File: config.mk
export PLATFORM = sky130hd
export DESIGN_NAME = alu_btn_ctrl_flat
export DESIGN_NICKNAME = d
export VERILOG_FILES = /design/src/rtl/alu_ctrl_pkg.sv /design/src/rtl/alu_btn_ctrl_if.sv /design/src/rtl/btn_debounce.sv /design/src/rtl/alu_btn_ctrl.sv /design/src/flat_wrapper.sv
export SDC_FILE = /design/constraint.sdc
export NUM_CORES = 1
export LEC_CHECK = 0
export BUFFER_PORTS_ARGS = -buffer_cell sky130_fd_sc_hd__buf_4
export CAP_MARGIN = 30
export CORE_ASPECT_RATIO = 1.1
export CORE_MARGIN = 3
export CORE_UTILIZATION = 63
export CTS_CLUSTER_DIAMETER = 60
export DETAILED_ROUTE_END_ITERATION = 6
export PLACE_DENSITY = 0.94
export SYNTH_ARGS = -nofsm -noshare
export SYNTH_HDL_FRONTEND = slang
export SYNTH_HIERARCHICAL = 1
export SYNTH_SLANG_ARGS = --single-unit
File: constraint.sdc
create_clock -name clock -period 4.15 [get_ports clock]
set_input_delay 0.415 -clock clock [delete_from_list [all_inputs] [get_ports clock]]
set_output_delay 0.415 -clock clock [all_outputs]
set_load 0.02 [all_outputs]
File: src/rtl/alu_ctrl_pkg.sv
// Shared definitions for the ALU button controller slice.
//   OPERAND_W     : width of the switch operands
//   OP_ADD/OP_SUB : encoding of the op_sel output
//   state_t       : request FSM states
//   operand_t     : operand word type
package alu_ctrl_pkg;

  localparam int unsigned OPERAND_W = 4;

  localparam logic OP_ADD = 1'b0;
  localparam logic OP_SUB = 1'b1;

  typedef enum logic [1:0] {
    IDLE,
    ISSUE,
    WAIT_RELEASE
  } state_t;

  typedef logic [OPERAND_W-1:0] operand_t;

endpackage

File: src/rtl/alu_btn_ctrl_if.sv
// Operation request channel from the button controller to the ALU.
//   op_valid : request pending (master -> slave)
//   op_ready : slave accepts the request this cycle (slave -> master)
//   op_sel   : 0 = add, 1 = subtract
//   op_a     : latched operand A
//   op_b     : latched operand B
interface alu_btn_ctrl_if
  import alu_ctrl_pkg::*;
  ();

  logic     op_valid;
  logic     op_ready;
  logic     op_sel;
  operand_t op_a;
  operand_t op_b;

  modport master (
    output op_valid,
    output op_sel,
    output op_a,
    output op_b,
    input  op_ready
  );

  modport slave (
    input  op_valid,
    input  op_sel,
    input  op_a,
    input  op_b,
    output op_ready
  );

endinterface

File: src/rtl/btn_debounce.sv
// Synchronizes and debounces one active-low push button.
//   clock  : system clock
//   reset  : synchronous, active-low
//   button : raw button level (asynchronous, idle 1)
//   stable : debounced level (1 = released)
//   press  : one-cycle pulse when stable falls 1 -> 0
module btn_debounce #(
  parameter int unsigned DEBOUNCE_CYCLES = 1_000_000
) (
  input  logic clock,
  input  logic reset,
  input  logic button,
  output logic stable,
  output logic press
);

  localparam int unsigned CNT_W = $clog2(DEBOUNCE_CYCLES);

  logic [1:0]       sync;
  logic [CNT_W-1:0] cnt;

  always_ff @(posedge clock) begin
    if (!reset) begin
      sync   <= '1;
      stable <= 1'b1;
      cnt    <= '0;
      press  <= 1'b0;
    end else begin
      sync  <= {sync[0], button};
      press <= 1'b0;
      if (sync[1] == stable) begin
        cnt <= '0;
      end else if (cnt == CNT_W'(DEBOUNCE_CYCLES - 1)) begin
        // Count would reach DEBOUNCE_CYCLES: accept the new level. The old
        // stable value being 1 means the new level is 0, i.e. a press.
        stable <= sync[1];
        cnt    <= '0;
        press  <= stable;
      end else begin
        cnt <= cnt + CNT_W'(1);
      end
    end
  end

endmodule

File: src/rtl/alu_btn_ctrl.sv
// Input-conditioning stage ahead of alu_board: synchronizes the switch
// operands, debounces the add/sub buttons and issues exactly one operation
// request per clean press over a valid/ready channel.
//   clock      : system clock
//   reset      : synchronous, active-low
//   ra1, ra2   : raw switch operands (asynchronous)
//   add_button : raw add button, active-low
//   sub_button : raw subtract button, active-low
//   op_bus     : request channel (op_valid/op_ready/op_sel/op_a/op_b)
module alu_btn_ctrl
  import alu_ctrl_pkg::*;
#(
  parameter int unsigned DEBOUNCE_CYCLES = 1_000_000
) (
  input  logic                 clock,
  input  logic                 reset,
  input  logic [OPERAND_W-1:0] ra1,
  input  logic [OPERAND_W-1:0] ra2,
  input  logic                 add_button,
  input  logic                 sub_button,
  alu_btn_ctrl_if.master       op_bus
);

  operand_t a_meta, a_sync, b_meta, b_sync;
  operand_t a_q, b_q;
  logic     sel_q, sel_next;
  logic     load;
  logic     add_stable, add_press;
  logic     sub_stable, sub_press;
  state_t   state, state_next;

  btn_debounce #(.DEBOUNCE_CYCLES(DEBOUNCE_CYCLES)) u_add_db (
    .clock  (clock),
    .reset  (reset),
    .button (add_button),
    .stable (add_stable),
    .press  (add_press)
  );

  btn_debounce #(.DEBOUNCE_CYCLES(DEBOUNCE_CYCLES)) u_sub_db (
    .clock  (clock),
    .reset  (reset),
    .button (sub_button),
    .stable (sub_stable),
    .press  (sub_press)
  );

  always_ff @(posedge clock) begin
    if (!reset) begin
      a_meta <= '0;
      a_sync <= '0;
      b_meta <= '0;
      b_sync <= '0;
    end else begin
      a_meta <= ra1;
      a_sync <= a_meta;
      b_meta <= ra2;
      b_sync <= b_meta;
    end
  end

  always_comb begin
    state_next = state;
    load       = 1'b0;
    sel_next   = sel_q;
    unique case (state)
      IDLE: begin
        // Simultaneous presses: add takes priority, sub is dropped.
        if (add_press || sub_press) begin
          load       = 1'b1;
          sel_next   = add_press ? OP_ADD : OP_SUB;
          state_next = ISSUE;
        end
      end
      ISSUE: begin
        if (op_bus.op_ready) state_next = WAIT_RELEASE;
      end
      WAIT_RELEASE: begin
        if (add_stable && sub_stable) state_next = IDLE;
      end
      default: state_next = IDLE;
    endcase
  end

  always_ff @(posedge clock) begin
    if (!reset) begin
      state <= IDLE;
      a_q   <= '0;
      b_q   <= '0;
      sel_q <= OP_ADD;
    end else begin
      state <= state_next;
      sel_q <= sel_next;
      if (load) begin
        a_q <= a_sync;
        b_q <= b_sync;
      end
    end
  end

  assign op_bus.op_valid = (state == ISSUE);
  assign op_bus.op_sel   = sel_q;
  assign op_bus.op_a     = a_q;
  assign op_bus.op_b     = b_q;

endmodule

File: src/flat_wrapper.sv
// flat-port wrapper written by rule: the top's interface ports become plain ports
module alu_btn_ctrl_flat import alu_ctrl_pkg::*;
#(
  parameter int unsigned DEBOUNCE_CYCLES = 1_000_000
)
  (clock, reset, ra1, ra2, add_button, sub_button, op_bus_op_valid, op_bus_op_sel, op_bus_op_a, op_bus_op_b, op_bus_op_ready);
  alu_btn_ctrl_if op_bus_i ();
  input  logic clock;
  input  logic reset;
  input  logic [OPERAND_W-1:0] ra1;
  input  logic [OPERAND_W-1:0] ra2;
  input  logic add_button;
  input  logic sub_button;
  output wire logic [$bits(op_bus_i.op_valid)-1:0] op_bus_op_valid;
  output wire logic [$bits(op_bus_i.op_sel)-1:0] op_bus_op_sel;
  output wire logic [$bits(op_bus_i.op_a)-1:0] op_bus_op_a;
  output wire logic [$bits(op_bus_i.op_b)-1:0] op_bus_op_b;
  input wire logic [$bits(op_bus_i.op_ready)-1:0] op_bus_op_ready;
  assign op_bus_op_valid = op_bus_i.op_valid;
  assign op_bus_op_sel = op_bus_i.op_sel;
  assign op_bus_op_a = op_bus_i.op_a;
  assign op_bus_op_b = op_bus_i.op_b;
  assign op_bus_i.op_ready = op_bus_op_ready;
  alu_btn_ctrl #(.DEBOUNCE_CYCLES(DEBOUNCE_CYCLES)) u_core (.clock(clock), .reset(reset), .ra1(ra1), .ra2(ra2), .add_button(add_button), .sub_button(sub_button), .op_bus(op_bus_i));
endmodule
==> metrics.md <==
| Metric | Value |
|---|---|
| Setup TNS | 0 ps |
| CP Launch Type | flop |
| Max frequency | 0.5072 GHz |
| Worst path bufs/invs | 0 |
| Biggest cell delay along the critical path | 500 ps |
| DR iter-0 viols | 141 |
| Net Count, Synth | 340 |
| # rows | 25 |
| Layout Cell Area excl Fill | 0.003339 mm² |
| Routed wire per std cell | 13.59 µm |
| Slowest CP cell | or4_1 |
| GP Congestion | 0.8770 |
| Hold Fails Final Rpt | 0 |
| Status | finished clean |
| # IOs | 23 |
| Pwr Total | 1273 µW |
| Post-synth EDFFs | 0 |
| Core ar. | 0.004442 mm² |
| Cts hold-fix bufs | 0 |
| PwrDens | 381.3 mW/mm² |
| GRT Total Usage | 0.2156 |
| Postcts setup bufs | 0 |
| DR DRC count | 0 |
| Post-synthesis cell type count | 41 |
| Peak supply drop | 0.0002928 V |
| Die Wd | 71.60 µm |
| Final min period | 1972 ps |
| Seq/Total Area, Yosys | 0.5036 |
| Async set-or-reset flop fraction in the synthesized netlist | 0 |
| Largest net degree at the start of global routing | 44 |
| Syn-to-layout area delta | 12.00% |
| DRT Pass-1 Iters | 4 |
| Placed Area | 0.003157 mm² |
| Synthesized area per cell | 9.174 µm² |
| Main area contributors after synthesis | dfxtp_1, xnor2_1, nor2_1 |
| Setup CP Type | flop to flop |
| Worst Path Arrival | 2250 ps |
| # setup viols final | 0 |
| Final Slew Violations | 0 |
| Min-Delay Path Class | input pin to flop |
| DR vias/cell | 5.679 |
| Gr ovfl total | 0 |
| Initial Util | 0.6713 |
| CTS tree | built |
| Element type at the critical path end | flop |
| Seq cells post-synth | 75 |
| Vias in the first global route | 2102 |
| Yosys top cell area share | 0.5036 |
| Cell family with most CP delay | simple AND/OR/NAND/NOR gates |
| Worst path required time | 4430 ps |
| Yosys synthesis warning count | 6 |
| CTS buffer count | 9 |
| Slew @ Worst Pin | 597.8 ps |
| Post-synth top flop | dfxtp_1 |
| H-tree levels | 3 |
| CTS Buffer Depth | 2 |
| Final Util | 0.7518 |
| Yosys top cell by area | dfxtp_1 |
| Later-pin clock latency in the skew report | 350 ps |
| Share of cells above drive strength 1 | 0.1311 |
| Fin crit share | 0.4751 |
| Max Cap Violations | 0 |
| Cell area after synthesis | 0.002982 mm² |
| # nets final | 361 |
| Vias | 2300 |
| Die ar. | 0.005595 mm² |
| CP max FO | 11 |
| Clock sink count | 75 |
| # port buffers | 22 |
| Detail Placement HPWL | 3.782 mm |
| Chip height | 78.15 µm |
| Cell count after synthesis | 325 |
| Post-Route WL | 5.502 mm |
| Fin Clk Skew | 9.514 ps |
| Post-DRT Antenna Nets | 0 |
| Antenna cell count | 0 |
| First-pass GRT wire length | 9.301 mm |
| Initial antenna violation count | 0 |
| Post-cts resize count | 0 |
| RSZ-0062 raised after global routing | false |
| Clock root buffer | clkbuf_8 |
| Rel. slew slack | 0.6015 |
| Clock transition at path regs | 80 ps |
| Leakage | 0.001078 µW |
| Worst-path cell chain | nand4_1 > or2_0 > or4_1 > a21oi_1 |
[state kept, by name (all words and copies together) (netlist names)]
register                flops
u_core/a_meta               4
u_core/u_add_db/cnt        20
u_core/u_add_db/stable      1
u_core/u_sub_db/cnt        20
u_core/op_bus.op_sel        1
u_core/u_sub_db/press       1
u_core/a_sync               4
u_core/u_add_db/press       1
u_core/b_meta               4
u_core/u_add_db/sync        2
u_core/op_bus.op_a          4
u_core/b_sync               4
u_core/u_sub_db/sync        2
u_core/state                2
u_core/u_sub_db/stable      1
u_core/op_bus.op_b          4
[cells in the mapped netlist (8+ instances only)]
master and number:
nand4_1 8, nor2_1 40, nor4_1 12, and2_1 16, nand3_1 14, xnor2_1 26, a21oi_1 10, dfxtp_1 75
mux2i_1 8, nand2_1 30, inv_1 12
[where the power goes]
part           switching (µW)  leakage, µW  internal (µW)
clock network             288    0.0000925            227
logic                    13.4     0.000377           13.3
registers                3.18     0.000609            728
[stage by stage]
stage	worst slack [ps]	std cells	hold WS [ps]
2_1_floorplan	2355	325	386.3
3_3_place_gp	2319	389	389.4
3_5_place_dp	2217	389	395.2
4_1_cts	2186	405	237.1
5_1_grt	2011	405	244.4
6_report	2178	405	251.6
[layer usage]
layer  track usage  wire [µm]  vias up  part of all wire
li1              -          -     1158                 -
met1        0.2367       2362     1082              0.43
met2        0.3621       2781       41              0.51
met3       0.05122        212       19             0.039
met4        0.1485        146        0             0.027
met5             0          0        -                 0
[cell type report]
cell class	instances	area [µm²]
tap	54	67.56
clock inverter	7	58.81
fill	323	1102
inverter	15	58.81
timing repair buffer	22	165.2
sequential	75	1501
clock buffer	9	123.9
multi-input combinational	223	1364
[kinds of logic (layout without fill, tap and decap cells)]
group | after synthesis | in the layout | synth area share
AOI/OAI and AO/OA | 25 | 25 | 0.05371
xor gates and xnor gates | 30 | 30 | 0.08812
adders and majority gates | 2 | 2 | 0.008391
buffers and inverters | 27 | 53 | 0.03902
DFF | 75 | 75 | 0.5036
muxes | 8 | 8 | 0.02686
and+or+nand+nor | 158 | 158 | 0.2803
[final timing paths]
path	endpoint	from	cells after the start	slack (ps)
setup reg to reg	u_core/u_sub_db/cnt[18]$_SDFF_PP0_	u_core/u_sub_db/cnt[6]$_SDFF_PP0_	4	2180
hold reg to reg	u_core/u_sub_db/sync[1]$_SDFF_PN1_	u_core/u_sub_db/sync[0]$_SDFF_PN1_	1	420
hold / removal	u_core/u_add_db/sync[0]$_SDFF_PN1_	add_button	2	250
setup / recovery	u_core/u_sub_db/cnt[18]$_SDFF_PP0_	u_core/u_sub_db/cnt[6]$_SDFF_PP0_	4	2180
[cell usage in the layout, fill, tap and decap left out, types with 2 or more instances in the layout]
cell        Yosys  routed
dfxtp_1        75      75
and4_1          2       2
mux2i_1         8       8
and4bb_1        2       2
xor2_1          4       4
ha_1            2       2
or2_0           2       2
o41ai_1         4       4
nor3b_1         2       2
o31ai_1         2       2
nor2_1         40      40
inv_1          12      12
nand3_2         2       2
xnor2_1        26      26
and2_1         16      16
buf_4           0      22
clkinvlp_2      2       2
nand2_1        30      30
or4b_1          4       4
and3_1          2       2
nor4_1         12      12
a21o_1          2       2
nor3_1          7       7
a21oi_1        10      10
nand2b_1        4       4
or4_1           4       4
o21ai_0         4       4
clkbuf_8        0       9
nand3_1        14      14
nand4_1         8       8
or3_1           2       2
or2_2           2       2
inv_6           0       3
Note: power is estimated with default switching activity, not from simulation.
